### config.mk
export PLATFORM = sky130hd
export DESIGN_NAME = uart_tx_arbiter_flat
export DESIGN_NICKNAME = d
export VERILOG_FILES = /design/src/rtl/uart_tx_arbiter_if.sv /design/src/rtl/uart_tx_arbiter.sv /design/src/flat_wrapper.sv
export SDC_FILE = /design/constraint.sdc
export NUM_CORES = 1
export LEC_CHECK = 0
export CORE_UTILIZATION = 30
export CTS_BUF_LIST = sky130_fd_sc_hd__clkbuf_4 sky130_fd_sc_hd__clkbuf_8 sky130_fd_sc_hd__clkbuf_16
export DETAILED_ROUTE_END_ITERATION = 16
export GPL_TIMING_DRIVEN = 0
export PLACE_DENSITY_LB_ADDON = 0.08
export SYNTH_ARGS = -nofsm -noshare
export SYNTH_HDL_FRONTEND = slang
export SYNTH_SLANG_ARGS = --single-unit
### constraint.sdc
create_clock -name clk -period 1.6 [get_ports clk]
set_input_delay 0.32 -clock clk [delete_from_list [all_inputs] [get_ports clk]]
set_output_delay 0.32 -clock clk [all_outputs]
set_load 0.005 [all_outputs]
### src/rtl/uart_tx_arbiter_if.sv
// ============================================================================
// Module   : uart_tx_arbiter_if
// Purpose  : Requester/transmitter bundle for the shared-UART arbiter.
// Revision : 1.0  initial release
// ============================================================================
`default_nettype none

interface uart_tx_arbiter_if;
  logic [3:0]  req;
  logic [31:0] req_data;
  logic [3:0]  req_last;
  logic [3:0]  req_ack;
  logic [3:0]  gnt;
  logic [7:0]  tx_dout;
  logic        tx_dout_vld;
  logic        tx_busy;
  logic        arb_err;

  // master: requesters plus transmitter side; slave: the arbiter itself
  modport master (
    output req, req_data, req_last, tx_busy,
    input  req_ack, gnt, tx_dout, tx_dout_vld, arb_err
  );

  modport slave (
    input  req, req_data, req_last, tx_busy,
    output req_ack, gnt, tx_dout, tx_dout_vld, arb_err
  );
endinterface

`default_nettype wire

### src/rtl/uart_tx_arbiter.sv
// ============================================================================
// Module   : uart_tx_arbiter
// Purpose  : Packet-granular 4-way arbiter feeding one 8N1 UART transmitter.
//            Define UART_ARB_FIXED_PRIO_EN for fixed priority (req[0] highest).
// Revision : 1.0  initial release
// ============================================================================
`default_nettype none

module uart_tx_arbiter #(
  parameter int N_REQ    = 4,
  parameter int START_TO = 8
) (
  input  logic            clk,
  input  logic            rst_n,
  uart_tx_arbiter_if.slave bus
);

  localparam int CW = $clog2(START_TO) + 1;
  localparam logic [CW-1:0] TO_LAST = CW'(START_TO - 1);

  typedef enum logic [1:0] {
    IDLE       = 2'd0,
    GRANT      = 2'd1,
    WAIT_START = 2'd2,
    WAIT_DONE  = 2'd3
  } state_t;

  state_t             state, state_d;
  logic [1:0]         owner, owner_d;
  logic [1:0]         rr_ptr, rr_d;
  logic               last_r, last_d;
  logic [CW-1:0]      cnt, cnt_d;
  logic [N_REQ-1:0]   gnt_q, gnt_d;
  logic [N_REQ-1:0]   ack_q, ack_d;
  logic [7:0]         dout_q, dout_d;
  logic               vld_q, vld_d;
  logic               err_q, err_d;

  logic [1:0]         base, idx, sel;
  logic               found;
  logic               byte_done, release_gnt;

`ifdef UART_ARB_FIXED_PRIO_EN
  assign base = 2'd0;
`else
  assign base = rr_ptr;
`endif

  // First requester at or after base, wrapping modulo 4
  always_comb begin
    sel   = 2'd0;
    found = 1'b0;
    idx   = 2'd0;
    for (int i = 0; i < 4; i++) begin
      idx = base + i[1:0];
      if (!found && bus.req[idx]) begin
        sel   = idx;
        found = 1'b1;
      end
    end
  end

  always_comb begin
    state_d     = state;
    owner_d     = owner;
    rr_d        = rr_ptr;
    last_d      = last_r;
    cnt_d       = cnt;
    gnt_d       = gnt_q;
    ack_d       = '0;
    dout_d      = dout_q;
    vld_d       = 1'b0;
    err_d       = 1'b0;
    byte_done   = 1'b0;
    release_gnt = 1'b0;

    case (state)
      IDLE: begin
        if (found) begin
          owner_d = sel;
          gnt_d   = {{(N_REQ-1){1'b0}}, 1'b1} << sel;
          state_d = GRANT;
        end
      end
      GRANT: begin
        if (!bus.req[owner]) begin
          release_gnt = 1'b1;
        end else if (!bus.tx_busy) begin
          dout_d  = bus.req_data[{owner, 3'b000} +: 8];
          vld_d   = 1'b1;
          ack_d   = gnt_q;
          last_d  = bus.req_last[owner];
          cnt_d   = '0;
          state_d = WAIT_START;
        end
      end
      WAIT_START: begin
        if (bus.tx_busy) begin
          state_d = WAIT_DONE;
        end else if (cnt >= TO_LAST) begin
          // Transmitter never started: flag it and move on as if sent
          err_d     = 1'b1;
          byte_done = 1'b1;
        end else begin
          cnt_d = cnt + 1'b1;
        end
      end
      WAIT_DONE: begin
        if (!bus.tx_busy) byte_done = 1'b1;
      end
      default: state_d = IDLE;
    endcase

    if (byte_done) begin
      if (last_r) release_gnt = 1'b1;
      else        state_d     = GRANT;
    end

    if (release_gnt) begin
      gnt_d   = '0;
      state_d = IDLE;
`ifndef UART_ARB_FIXED_PRIO_EN
      rr_d    = owner + 2'd1;
`endif
    end
  end

  always_ff @(posedge clk or negedge rst_n) begin
    if (!rst_n) begin
      state  <= IDLE;
      owner  <= 2'd0;
      rr_ptr <= 2'd0;
      last_r <= 1'b0;
      cnt    <= '0;
      gnt_q  <= '0;
      ack_q  <= '0;
      dout_q <= 8'h00;
      vld_q  <= 1'b0;
      err_q  <= 1'b0;
    end else begin
      state  <= state_d;
      owner  <= owner_d;
      rr_ptr <= rr_d;
      last_r <= last_d;
      cnt    <= cnt_d;
      gnt_q  <= gnt_d;
      ack_q  <= ack_d;
      dout_q <= dout_d;
      vld_q  <= vld_d;
      err_q  <= err_d;
    end
  end

  assign bus.gnt         = gnt_q;
  assign bus.req_ack     = ack_q;
  assign bus.tx_dout     = dout_q;
  assign bus.tx_dout_vld = vld_q;
  assign bus.arb_err     = err_q;

endmodule

`default_nettype wire

### src/flat_wrapper.sv
// flat-port wrapper written by rule: the top's interface ports become plain ports
module uart_tx_arbiter_flat 
#(
  parameter int N_REQ    = 4,
  parameter int START_TO = 8
)
  (clk, rst_n, bus_req, bus_req_data, bus_req_last, bus_tx_busy, bus_req_ack, bus_gnt, bus_tx_dout, bus_tx_dout_vld, bus_arb_err);
  uart_tx_arbiter_if bus_i ();
  input  logic clk;
  input  logic rst_n;
  input wire logic [$bits(bus_i.req)-1:0] bus_req;
  input wire logic [$bits(bus_i.req_data)-1:0] bus_req_data;
  input wire logic [$bits(bus_i.req_last)-1:0] bus_req_last;
  input wire logic [$bits(bus_i.tx_busy)-1:0] bus_tx_busy;
  output wire logic [$bits(bus_i.req_ack)-1:0] bus_req_ack;
  output wire logic [$bits(bus_i.gnt)-1:0] bus_gnt;
  output wire logic [$bits(bus_i.tx_dout)-1:0] bus_tx_dout;
  output wire logic [$bits(bus_i.tx_dout_vld)-1:0] bus_tx_dout_vld;
  output wire logic [$bits(bus_i.arb_err)-1:0] bus_arb_err;
  assign bus_i.req = bus_req;
  assign bus_i.req_data = bus_req_data;
  assign bus_i.req_last = bus_req_last;
  assign bus_i.tx_busy = bus_tx_busy;
  assign bus_req_ack = bus_i.req_ack;
  assign bus_gnt = bus_i.gnt;
  assign bus_tx_dout = bus_i.tx_dout;
  assign bus_tx_dout_vld = bus_i.tx_dout_vld;
  assign bus_arb_err = bus_i.arb_err;
  uart_tx_arbiter #(.N_REQ(N_REQ), .START_TO(START_TO)) u_core (.clk(clk), .rst_n(rst_n), .bus(bus_i));
endmodule
; ---- After elaboration in Yosys (flattened, before gate mapping)
; Cells that the tools add are included.
; Widths: inputs -> output; s select.
[op_classes]
add_sub_neg = 5
n_lt_le_gt_ge = 6
eq_ne = 7
shift = 2
muxes = 50
bitwise_logic = 1
n_reduce_logical = 14
[op_table]
columns = operator, count
row1 = $mux 4, 10
row2 = $shiftx 32x6->8, 1
row3 = $mux 2, 11
row4 = $mux 1, 20
row5 = $lt 2x3->1 const B, 5
row6 = $bmux 1 s2, 6
row7 = $pmux 4 s2, 1
row8 = $ne 2x2->1 const B, 3
row9 = $pmux 2 s3, 1
row10 = $reduce_bool 2->1, 3
row11 = $reduce_and 5->1, 1
row12 = $add 2x1->2 const B, 2
row13 = $add 2x2->2 const B, 2
row14 = $add 4x1->4 const B, 1
row15 = $eq 2x2->1 const B, 2
row16 = $ge 4x3->1 const B, 1
row17 = $reduce_and 2->1, 2
row18 = $shl 1x2->4 const A, 1
row19 = $logic_and 1x1->1, 3
row20 = $logic_not 1->1, 3
row21 = $reduce_and 3->1, 1
row22 = $eq 2x1->1 const B, 1
row23 = $logic_not 2->1, 1
row24 = $ne 2x1->1 const B, 1
row25 = 2 further kinds, 2
[word_totals]
register_bits = 29
out_inout_bits = 18
word_cells = 95

; ---- Logic depth before layout (Yosys ltp)
[depth]
ltp_word = 17
mapped_depth = 6

; ---- Least setup slack after synthesis
; No wires, ideal clock.
[synth_timing]
kind = register to register
from = reg u_core.owner[0]
to = reg u_core.dout_q[4], in the netlist u_core.bus.tx_dout[4]
setup_time_ns = 0.125
arrival_time_ns = 1.549
setup_slack_ns = -0.074
stages_incl_launch_ff = 6
synth_period_minus_slack_ns = 1.674
path_cell_list = dfrtp_1 > mux4_2 > nand3b_4 > nor2_4 > buf_6 > mux2_4
[synth_between]
elab_chain_len = 3
word_cells_on_any_way = 4
classes_between = 1 x shift / 2 x mux / 1 x reduce/logical
[synth_rtl]
columns = item, line
row1 = "start, declared", uart_tx_arbiter.sv:29  ; logic [1:0] owner, owner_d;
row2 = "start signal, assigned", uart_tx_arbiter.sv:142  ; owner <= owner_d;
row3 = branches (longest 3 deep; another with $shiftx 32x6->8), n/a
row4 = "end signal, assigned", uart_tx_arbiter.sv:148  ; dout_q <= dout_d;
row5 = "end, declared", uart_tx_arbiter.sv:35  ; logic [7:0] dout_q, dout_d;
; Several ways; the timed one is not identified. The select of a mux whose other input is x is not followed.
; A chain may end at the register's enable or synchronous reset.

; ---- Worst setup path after layout
[layout_timing]
from = reg u_core.owner[0]
to = reg u_core.last_r
[layout_between]
elab_chain_len = 3
word_cells_on_any_way = 5
classes_between = 4 x mux / 1 x reduce/logical
[layout_rtl]
columns = item, line
row1 = $bmux 1 s2, uart_tx_arbiter.sv:86  ; if (!bus.req[owner]) begin
row2 = $mux 1 (implied by the code), uart_tx_arbiter.sv:86
row3 = $reduce_and 3->1 (no line), n/a
row4 = "end signal, assigned", uart_tx_arbiter.sv:144  ; last_r <= last_d;
row5 = "end, declared", uart_tx_arbiter.sv:31  ; logic last_r, last_d;
; Several ways; a longest one is shown, not always the timed one. The select of a mux whose other input is x is not followed.

==> results.toml <==
[run_status]
status = "finished with violations"
violations = "setup timing"

[drt]
viasPerCell = 4.81
vias = 1255
wl_per_cell_um = 13.8
antenna_left = 0
drt_pass1_iterations = 4
first_iter_violations = 57
drc = 0
wirelength_um = 3610

[grt]
use_met1_pct = 18.4
grt_pass1_vias = 1293
top_usage_layer = "met2"
antenna_found_initial = 0
grt_max_degree = 30
grt_pass1_wl_um = 6250
grtUsageMet2_pct = 27.5
gr-usage-met3_pct = 6.08
grt_remaining_overflow = 0
grt_usage_pct = 16.1

[die]
start_util_pct = 31.5
rows = 25
die-area_mm2 = 0.00531
io_pins = 61
core_area_mm2 = 0.00479
die_h_um = 72.9
die_w_um = 72.9

[setup_path]
critPathCaptureType = "register"
cp.buffers_inverters = 1
crit_type = "register to register"
slowest_delay_ns = 0.56
crit_slowest_cell = "mux4_2"
path_max_fanout = 6
path_cells = "mux4_2 > nand3b_4 > nor2_4 > buf_12 > mux2_4"
r2r_setup_slack_ns = -0.09
critical_path_arrival_ns = 1.85
cp_data_required_time_ns = 1.76
start_kind = "register"
critical-path-top-delay-family = "multiplexers"

[yosys]
avgSynthCellArea_um2 = 12.4
ys_warn_count = 0
async_flop_share_pct = 100
ys_seq_area_share_pct = 48.1
synth_ff_type = "dfrtp_1"
synth_cell_types = 35
netlist_instances = 122
synth_seq_cells = 29
syn-cell-area_mm2 = 0.00151
syn-num-nets = 166
synth_edf_count = 0

[sta]
holdWs_ns = 0.0586
hold_violations = 0
fin_worst_skew_ns = 0.00858
fin_ws_ns = -0.0860
finalMaxSlewViolations = 0
period_minus_slack_ns = 1.69
setup_viol = 11
rsz0062_at_grt = "yes"
slew_headroom_pct = 56.8
worst_slew_pin_slew_ns = 0.648
timing.fmax_mhz = 593
final.period_utilization_pct = 105

[layout]
final_layout_size_suffix_gt1_share_pct = 23.7
fin_cells = 261
fillers = 443
syn2layout_area_growth_pct = 59.8
multi_input_area_um2 = 781
layout.area.seq_um2 = 727
nets = 237
insertedDiodeCount = 0
final_util_pct = 50.4

[place]
dp_cells = 249
portBuffers = 60
place_hpwl_um = 2670
place_congestion = 0.733

[power_and_ir_drop]
powerDensity_mw_per_mm2 = 1660
leakage_uw = 0.00101
ir_worst_vdd_uv = 785

[clocking]
hold_buffers = 0
cts_sinks = 29
cts-root-buf = "clkbuf_8"
clkTransAtPathRegs_ns = 0.07
cts_max_level = 2
clock_latency_ns = 0.29
cts_buffers = 5
ctsLongestPathBuffers = 2
tritoncts = "built"

[run]
max_cap_violations = 0

[worst_hold_path]
hold_path_class = "input port to asynchronous set/reset pin"
repair_timing:
| item | 4_1_cts | 5_1_grt |
|---|---|---|
| setup buffers | 4 | 1 |
| pin swaps | 1 | 5 |
| setup endpoints to repair | 54 | 19 |
| gates resized for setup | 18 | 5 |
flip-flops by register name (all words and copies together) (netlist names):
signal and cells:
u_core.base 2, u_core.bus.arb_err 1, u_core.bus.gnt 4, u_core.bus.req_ack 4, u_core.bus.tx_dout 8, u_core.bus.tx_dout_vld 1
u_core.cnt 4, u_core.last_r 1, u_core.owner 2, u_core.state 2
power breakdown:
group	total, uW	leakage [uW]	switching, uW	internal (uW)
combinational	1830	0.000571	692	1140
sequential	1260	0.000369	243	1020
clock	905	0.0000681	287	618
layout make-up:
cell class	instances	area share [%]
timing repair buffer	65	26.7
inverter	5	0.779
clock buffer	5	2.86
multi-input combinational	84	32.4
buffer	3	0.883
sequential	29	30.2
clock inverter	3	2.70
tap	67	3.48
cells in the mapped netlist (2+ instances only):
library cell / instances / area, um2
nor3_1: 2 / 10.0
nor2b_1: 2 / 12.5
mux2_4: 3 / 45.0
nand3_1: 4 / 20.0
dfrtp_1: 29 / 726
clkbuf_1: 2 / 7.51
nand2_1: 14 / 52.6
mux2i_1: 3 / 30.0
mux4_2: 9 / 203
o21ai_0: 6 / 30.0
and2_1: 4 / 25.0
nor2_1: 5 / 18.8
mux2_2: 7 / 78.8
inv_1: 5 / 18.8
a21oi_1: 6 / 30.0
or3_1: 2 / 12.5
worst paths after layout:
kind / from / endpoint / depth (start not counted)
worst min register to register: u_core.bus.gnt[2] / u_core.bus.req_ack[2] / 1
worst max register to register: u_core.owner[0] / u_core.last_r / 5
min in group clk: u_core.bus.gnt[2] / u_core.bus.req_ack[2] / 1
worst min-delay path: rst_n / u_core.cnt[3] / 1
worst max-delay path: u_core.owner[0] / u_core.last_r / 5
max in group asynchronous: rst_n / u_core.owner[0] / 1
metal layers:
| metal | wire [um] | vias up |
|---|---|---|
| met2 | 1900 | 38 |
| li1 | - | 592 |
| met4 | 57 | 0 |
| met3 | 227 | 5 |
| met1 | 1420 | 620 |
| met5 | 0 | - |
cell usage in the layout, fill, tap and decap left out, types with 2 or more instances in the layout:
master,count
clkdlybuf4s50_1,55
dfrtp_1,28
nand2_1,14
mux4_2,9
mux2_4,9
a21oi_1,6
clkbuf_8,5
nor2_1,4
nand3_1,4
inv_1,4
and2_1,4
dlygate4sd2_1,4
mux2i_1,3
o21ai_0,3
buf_4,3
o21ai_2,2
nor3_1,2
buf_6,2
nor2b_1,2
o21ai_1,2
buf_2,2
bufinv_16,2
kinds of logic after synthesis:
logic type,share of synthesized area (%)
xor gates and xnor gates,0.581
and+or+nand+nor,15.6
adders and majority gates,0.830
DFF,48.1
buffers and inverters,2.82
AOI/OAI and AO/OA,6.64
muxes,25.4
stage by stage:
stage	cell area (um2)	TNS (ns)	worst slack (ns)	power (uW)
CTS	2400	-0.842	-0.0940	4020
detailed placement	2190	-22.66	-0.614	2920
global route	2410	-1.28	-0.120	4270
global placement	2190	-20.04	-0.570	2880
finish	2410	-0.747	-0.0860	4000
floorplan	1510	-0.222	-0.0741	2220
No activity file was read; power rests on OpenSTA's default activity.
